`src/rtl/pb_entry_pkg.sv`:
```
// Shared types and constants for the pb_entry keypad front end.
package pb_entry_pkg;

  localparam int unsigned NIBBLE_W  = 4;
  localparam int unsigned PB_DIGITS = 16;

  typedef enum logic [1:0] {
    S_EMPTY  = 2'd0,
    S_ENTRY  = 2'd1,
    S_LAUNCH = 2'd2,
    S_HOLD   = 2'd3
  } pb_state_e;

  // Index of the highest set digit bit; lower simultaneous presses lose.
  function automatic logic [NIBBLE_W-1:0] hi_index(input logic [PB_DIGITS-1:0] v);
    logic [NIBBLE_W-1:0] idx;
    idx = '0;
    for (int i = 0; i < int'(PB_DIGITS); i++) begin
      if (v[i]) idx = NIBBLE_W'(i);
    end
    return idx;
  endfunction

endpackage

```
`src/rtl/pb_sync_edge.sv`:
```
// Input conditioning: synchroniser chain, optional per-bit debounce, and a
// registered rising-edge detector producing one-cycle press events.
// Debounce is built only when PB_ENTRY_DEBOUNCE_EN is defined.
module pb_sync_edge #(
  parameter int unsigned WIDTH           = 18,
  parameter int unsigned SYNC_STAGES     = 2,
  parameter int unsigned DEBOUNCE_CYCLES = 3
) (
  input  logic             clk,
  input  logic             rst_n,
  input  logic [WIDTH-1:0] din,
  output logic [WIDTH-1:0] rise
);

  if (SYNC_STAGES < 2 || DEBOUNCE_CYCLES < 1) begin : g_bad_cfg
    $error("pb_sync_edge: SYNC_STAGES must be >= 2 and DEBOUNCE_CYCLES >= 1");
  end

  logic [WIDTH-1:0] sync_q [SYNC_STAGES];
  logic [WIDTH-1:0] sync_lvl;
  logic [WIDTH-1:0] level;
  logic [WIDTH-1:0] level_d;

  // Metastability chain for the raw asynchronous buttons.
  always_ff @(posedge clk or negedge rst_n) begin
    if (!rst_n) begin
      for (int i = 0; i < int'(SYNC_STAGES); i++) sync_q[i] <= '0;
    end else begin
      sync_q[0] <= din;
      for (int i = 1; i < int'(SYNC_STAGES); i++) sync_q[i] <= sync_q[i-1];
    end
  end

  assign sync_lvl = sync_q[SYNC_STAGES-1];

`ifdef PB_ENTRY_DEBOUNCE_EN
  localparam int unsigned CNT_W = (DEBOUNCE_CYCLES > 1) ? $clog2(DEBOUNCE_CYCLES) : 1;
  localparam logic [CNT_W-1:0] CNT_MAX = CNT_W'(DEBOUNCE_CYCLES - 1);

  logic [CNT_W-1:0] db_cnt [WIDTH];
  logic [WIDTH-1:0] db_level;

  // Accept a new level only after DEBOUNCE_CYCLES consecutive differing samples.
  always_ff @(posedge clk or negedge rst_n) begin
    if (!rst_n) begin
      db_level <= '0;
      for (int b = 0; b < int'(WIDTH); b++) db_cnt[b] <= '0;
    end else begin
      for (int b = 0; b < int'(WIDTH); b++) begin
        if (sync_lvl[b] == db_level[b]) begin
          db_cnt[b] <= '0;
        end else if (db_cnt[b] == CNT_MAX) begin
          db_level[b] <= sync_lvl[b];
          db_cnt[b]   <= '0;
        end else begin
          db_cnt[b] <= db_cnt[b] + CNT_W'(1);
        end
      end
    end
  end

  assign level = db_level;
`else
  assign level = sync_lvl;
`endif

  // Registered 0->1 detector: one event per press, none on release.
  always_ff @(posedge clk or negedge rst_n) begin
    if (!rst_n) begin
      level_d <= '0;
      rise    <= '0;
    end else begin
      level_d <= level;
      rise    <= level & ~level_d;
    end
  end

endmodule

```
`src/rtl/pb_entry.sv`:
```
// Keypad entry stage: turns conditioned button events into a shifted hex
// word, commits it on load, and issues start requests gated by busy.
// Optional debounce in the conditioner: PB_ENTRY_DEBOUNCE_EN.
module pb_entry
  import pb_entry_pkg::*;
#(
  parameter int unsigned DIGITS          = 4,
  parameter int unsigned SYNC_STAGES     = 2,
  parameter int unsigned DEBOUNCE_CYCLES = 3
) (
  input  logic                           clk,
  input  logic                           nRST,
  input  logic [PB_DIGITS-1:0]           pb_in,
  input  logic                           load_btn,
  input  logic                           start_btn,
  input  logic                           busy,
  output logic [NIBBLE_W*DIGITS-1:0]     entry,
  output logic [$clog2(DIGITS+1)-1:0]    digit_count,
  output logic [NIBBLE_W*DIGITS-1:0]     data_out,
  output logic                           data_valid,
  output logic                           load_pulse,
  output logic                           start_pulse,
  output logic                           reject
);

  localparam int unsigned W  = NIBBLE_W * DIGITS;
  localparam int unsigned CW = $clog2(DIGITS + 1);
  localparam int unsigned NB = PB_DIGITS + 2;

  logic [NB-1:0]        raw;
  logic [NB-1:0]        ev;
  logic [PB_DIGITS-1:0] dig_ev;
  logic                 dig_any;
  logic                 ld_ev;
  logic                 st_ev;
  logic [NIBBLE_W-1:0]  dig_idx;

  assign raw = {start_btn, load_btn, pb_in};

  pb_sync_edge #(
    .WIDTH           (NB),
    .SYNC_STAGES     (SYNC_STAGES),
    .DEBOUNCE_CYCLES (DEBOUNCE_CYCLES)
  ) u_cond (
    .clk   (clk),
    .rst_n (nRST),
    .din   (raw),
    .rise  (ev)
  );

  assign dig_ev  = ev[PB_DIGITS-1:0];
  assign ld_ev   = ev[PB_DIGITS];
  assign st_ev   = ev[PB_DIGITS+1];
  assign dig_any = |dig_ev;
  assign dig_idx = hi_index(dig_ev);

  pb_state_e state_q;
  pb_state_e state_nxt;
  logic      acc_commit;
  logic      acc_start;
  logic      acc_digit;
  logic      rej;

  logic [W-1:0]  entry_nxt;
  logic [CW-1:0] count_nxt;
  logic [W-1:0]  data_nxt;
  logic          valid_nxt;
  logic          load_nxt;
  logic          start_nxt;
  logic          reject_nxt;

  // State register.
  always_ff @(posedge clk or negedge nRST) begin
    if (!nRST) state_q <= S_EMPTY;
    else       state_q <= state_nxt;
  end

  // Next state and event arbitration: load > start > digit, requests gated by busy.
  always_comb begin
    state_nxt  = state_q;
    acc_commit = 1'b0;
    acc_start  = 1'b0;
    acc_digit  = 1'b0;
    rej        = 1'b0;
    case (state_q)
      S_EMPTY, S_ENTRY: begin
        if (ld_ev) begin
          if (state_q == S_ENTRY && !busy) begin
            acc_commit = 1'b1;
            state_nxt  = S_EMPTY;
          end else begin
            rej = 1'b1;
          end
          if (st_ev || dig_any) rej = 1'b1;
        end else if (st_ev) begin
          if (data_valid && !busy) begin
            acc_start = 1'b1;
            state_nxt = S_LAUNCH;
          end else begin
            rej = 1'b1;
          end
          if (dig_any) rej = 1'b1;
        end else if (dig_any) begin
          acc_digit = 1'b1;
          state_nxt = S_ENTRY;
        end
      end
      S_LAUNCH: begin
        rej = ld_ev | st_ev | dig_any;
        if (busy) state_nxt = S_HOLD;
      end
      S_HOLD: begin
        rej = ld_ev | st_ev | dig_any;
        if (!busy) state_nxt = (digit_count == '0) ? S_EMPTY : S_ENTRY;
      end
      default: state_nxt = S_EMPTY;
    endcase
  end

  // Next values of the registered outputs.
  always_comb begin
    entry_nxt  = entry;
    count_nxt  = digit_count;
    data_nxt   = data_out;
    valid_nxt  = data_valid;
    load_nxt   = 1'b0;
    start_nxt  = 1'b0;
    reject_nxt = rej;
    if (acc_commit) begin
      data_nxt  = entry;
      valid_nxt = 1'b1;
      load_nxt  = 1'b1;
      entry_nxt = '0;
      count_nxt = '0;
    end
    if (acc_start) start_nxt = 1'b1;
    if (acc_digit) begin
      entry_nxt = (entry << NIBBLE_W) | W'(dig_idx);
      if (digit_count != CW'(DIGITS)) count_nxt = digit_count + CW'(1);
    end
  end

  // Output registers.
  always_ff @(posedge clk or negedge nRST) begin
    if (!nRST) begin
      entry       <= '0;
      digit_count <= '0;
      data_out    <= '0;
      data_valid  <= 1'b0;
      load_pulse  <= 1'b0;
      start_pulse <= 1'b0;
      reject      <= 1'b0;
    end else begin
      entry       <= entry_nxt;
      digit_count <= count_nxt;
      data_out    <= data_nxt;
      data_valid  <= valid_nxt;
      load_pulse  <= load_nxt;
      start_pulse <= start_nxt;
      reject      <= reject_nxt;
    end
  end

endmodule

```
`config.mk`:
```
export PLATFORM = sky130hd
export DESIGN_NAME = pb_entry
export DESIGN_NICKNAME = d
export VERILOG_FILES = /design/src/rtl/pb_entry_pkg.sv /design/src/rtl/pb_sync_edge.sv /design/src/rtl/pb_entry.sv
export SDC_FILE = /design/constraint.sdc
export NUM_CORES = 1
export LEC_CHECK = 0
export BUFFER_PORTS_ARGS = -buffer_cell sky130_fd_sc_hd__buf_2
export CAP_MARGIN = 20
export CELL_PAD_IN_SITES_DETAIL_PLACEMENT = 1
export CELL_PAD_IN_SITES_GLOBAL_PLACEMENT = 1
export CORE_UTILIZATION = 49
export CTS_CLUSTER_DIAMETER = 200
export CTS_CLUSTER_SIZE = 40
export DETAILED_ROUTE_END_ITERATION = 16
export PLACE_DENSITY = 0.86
export SLEW_MARGIN = 30
export SYNTH_ARGS = -nofsm -noshare
export SYNTH_HDL_FRONTEND = slang
export SYNTH_SLANG_ARGS = --single-unit
```
`constraint.sdc`:
```
create_clock -name clk -period 4 [get_ports clk]
set_clock_uncertainty 0.2 [all_clocks]
set_input_delay 0.2 -clock clk [delete_from_list [all_inputs] [get_ports clk]]
set_output_delay 0.2 -clock clk [all_outputs]
set_load 0.005 [all_outputs]
```
==> results.toml <==
[status]
status = "finished clean"

[global_route]
antenna_found_initial = 0
grt_overflow = 0
grt_pass1_wl_um = 13970
grt_max_degree = 85
grt.total_usage = 0.2329
grt_pass1_vias = 2703

[clock_tree]
cts_buffer_depth = 2
post-cts-setup-buffers = 0
cts_inserted_buffers = 17
postCtsResizedCells = 0
cts.sinks = 113
cts_tree = "built"
htree_levels = 4
clock-root-buffer = "clkbuf_8"
clk_latency_ns = 0.50
clkTransAtPathRegs_ns = 0.06

[timing]
slew_headroom = 0.3901
setup_tns_ns = 0
drv_slew = 0
grt_setup_unrepaired = "no"
worst_pin_slew_ns = 0.9118
setup_viol = 0
fmax_mhz = 417.9
fin_crit_sh = 0.5982
worst_slack_ns = 1.607
finalCriticalPeriod_ns = 2.393
hold_viol = 0
whs_ns = 0.1059

[die]
ioPinCount = 60
start_util = 0.5177
fp-row-count = 31
dieWidth_um = 90.24
dieArea_um2 = 8142
core_area_um2 = 7370
die_h_um = 90.24

[setup_path]
startpoint_type = "register"
worstSetupStartpoint = "u_cond.rise[16]"
required_ns = 4.18
path_max_fanout = 35
r2r_cells = 4
r2r-end = "digit_count[2]"
endpoint = "digit_count[2]"
ff2ff_setup_slack_ns = 1.61
worstPathArrival_ns = 2.58
r2r_start = "u_cond.rise[16]"
cp-end-kind = "register"
critPathKind = "reg2reg"

[power]
ir_drop_v = 0.0003702
powerDensity_nw_per_um2 = 726.1
power.leakage_nw = 2.370

[yosys]
synth_nets = 290
synthArstFlopShare = 1.000
yosys_most_used_dff = "dfrtp_1"
netlist_area_um2 = 3815
synth-edff-count = 0
synth_seq_area_share = 0.7412
netlist_instances = 267
synthDistinctLibCells = 39
yosysWarnings = 0
synth.avg_cell_area_um2 = 14.29
ys_ff_latch = 113

[flow_run]
maxCapViolations = 0

[drt]
num_vias = 2408
vias_per_cell = 5.145
routed_wl_um = 8443
ant_nets = 0
drtIter0Drc = 69
avgRoutedWirePerCell_um = 18.04
dr.pass1.iters = 4
drc = 0

[placed_design]
io_buffers = 59
dpl.hpwl_um = 4741
gp_congestion = 0.8012
pre_cts_slack_ns = 1.640
placed_cell_area_um2 = 4194

[layout]
nets = 381
stdcell_area_um2 = 4975
area_growth_pct = 30.40
drive_gt1_frac = 0.3035
diodes = 0
nFillCells = 711

[worst_hold_path]
hold_class = "in2async"
-- layout make-up --
type | instances | area [um2] | area share
timing repair buffer | 80 | 509.2 | 0.1024
inverter | 6 | 22.52 | 0.004527
clock buffer | 21 | 469.2 | 0.09432
tap | 99 | 123.9 | 0.02490
multi-input combinational | 140 | 914.6 | 0.1839
sequential | 113 | 2828 | 0.5684
clock inverter | 9 | 107.6 | 0.02163
-- state kept, by name, summed over array words and instances, names as in the netlist, 2 cells and up --
| signal | flops |
|---|---|
| u_cond.level_d | 18 |
| state_q | 2 |
| u_cond.level | 18 |
| entry | 16 |
| u_cond.rise | 18 |
| u_cond.sync_q | 18 |
| digit_count | 3 |
| data_out | 16 |
-- metal layers --
metal	up-vias	global-route usage	wire length, um
li1	1091	-	-
met1	1242	0.2559	3312
met2	63	0.4230	4732
met3	12	0.05922	282
met4	0	0.1035	115
met5	-	0	0
-- power by group --
group          total [mW]  switching (mW)  internal (mW)
Combinational       0.622           0.314          0.308
Sequential           1.55           0.190           1.36
Clock                1.44           0.495          0.942
-- what timing repair did --
item | 4_1_cts | 5_1_grt
setup endpoints to repair | 0 | 0
hold buffers | 20 | 0
endpoints found under the hold margin | 103 | 0
-- cells by family after synthesis --
kind of cell	count (synthesis)	share of synthesized area
adder cells (fa/ha/maj)	2	0.006558
AO/OA/AOI/OAI	35	0.06199
buffers and inverters	14	0.01902
multiplexers	17	0.04985
AND/OR/NAND/NOR	86	0.1214
flip-flops	113	0.7412
-- worst min path at each step --
| stage | endpoint | startpoint | slack (ns) | cells past startpoint |
|---|---|---|---|---|
| after floorplan | data_out[0] | nRST | -0.30 | 0 |
| after global placement | u_cond.sync_q[23] | pb_in[5] | 0.11 | 1 |
| after detailed placement | u_cond.sync_q[23] | pb_in[5] | 0.11 | 1 |
| after CTS | u_cond.sync_q[26] | pb_in[8] | 0.11 | 2 |
| after global routing | u_cond.sync_q[31] | pb_in[13] | 0.13 | 2 |
| final | data_out[13] | nRST | 0.11 | 2 |
-- layout by cell type, fill, tap and decap left out, drive strengths merged, types with 4 or more instances in the layout --
master,synthesis,routed
dfrtp,113,113
buf,7,60
nand2,34,34
nor2b,23,23
clkbuf,1,21
dlygate4sd3,0,20
o21ai,18,18
mux2,16,16
nor2,7,7
inv,6,6
nor3,6,6
nor4,6,6
clkinv,0,5
a21oi,4,4
-- worst max-delay path, stage by stage (launching register included) --
cell and delay (ns):
dfrtp_1 0.45, or3_4 0.44, a41oi_4 0.74, nand3b_1 0.15, a32o_1 0.29
-- metrics by stage --
step                        util  power, mW  cells
after floorplan                -      1.842    267
after global placement    0.5691      2.076    418
after detailed placement  0.5691      2.154    418
after CTS                 0.6745      3.649    468
after global routing      0.6750      3.781    468
final                     0.6750      3.612    468
-- cells in the mapped netlist, drive strengths merged, types with 4 or more instances --
| library cell | instances | area share |
|---|---|---|
| dfrtp | 113 | 0.74 |
| nand2 | 34 | 0.033 |
| nor2b | 23 | 0.038 |
| o21ai | 18 | 0.024 |
| mux2 | 16 | 0.047 |
| buf | 7 | 0.012 |
| nor2 | 7 | 0.0069 |
| inv | 6 | 0.0059 |
| nor3 | 6 | 0.0079 |
| nor4 | 6 | 0.015 |
| a21oi | 4 | 0.0052 |
(Power assumes the default switching activity.)
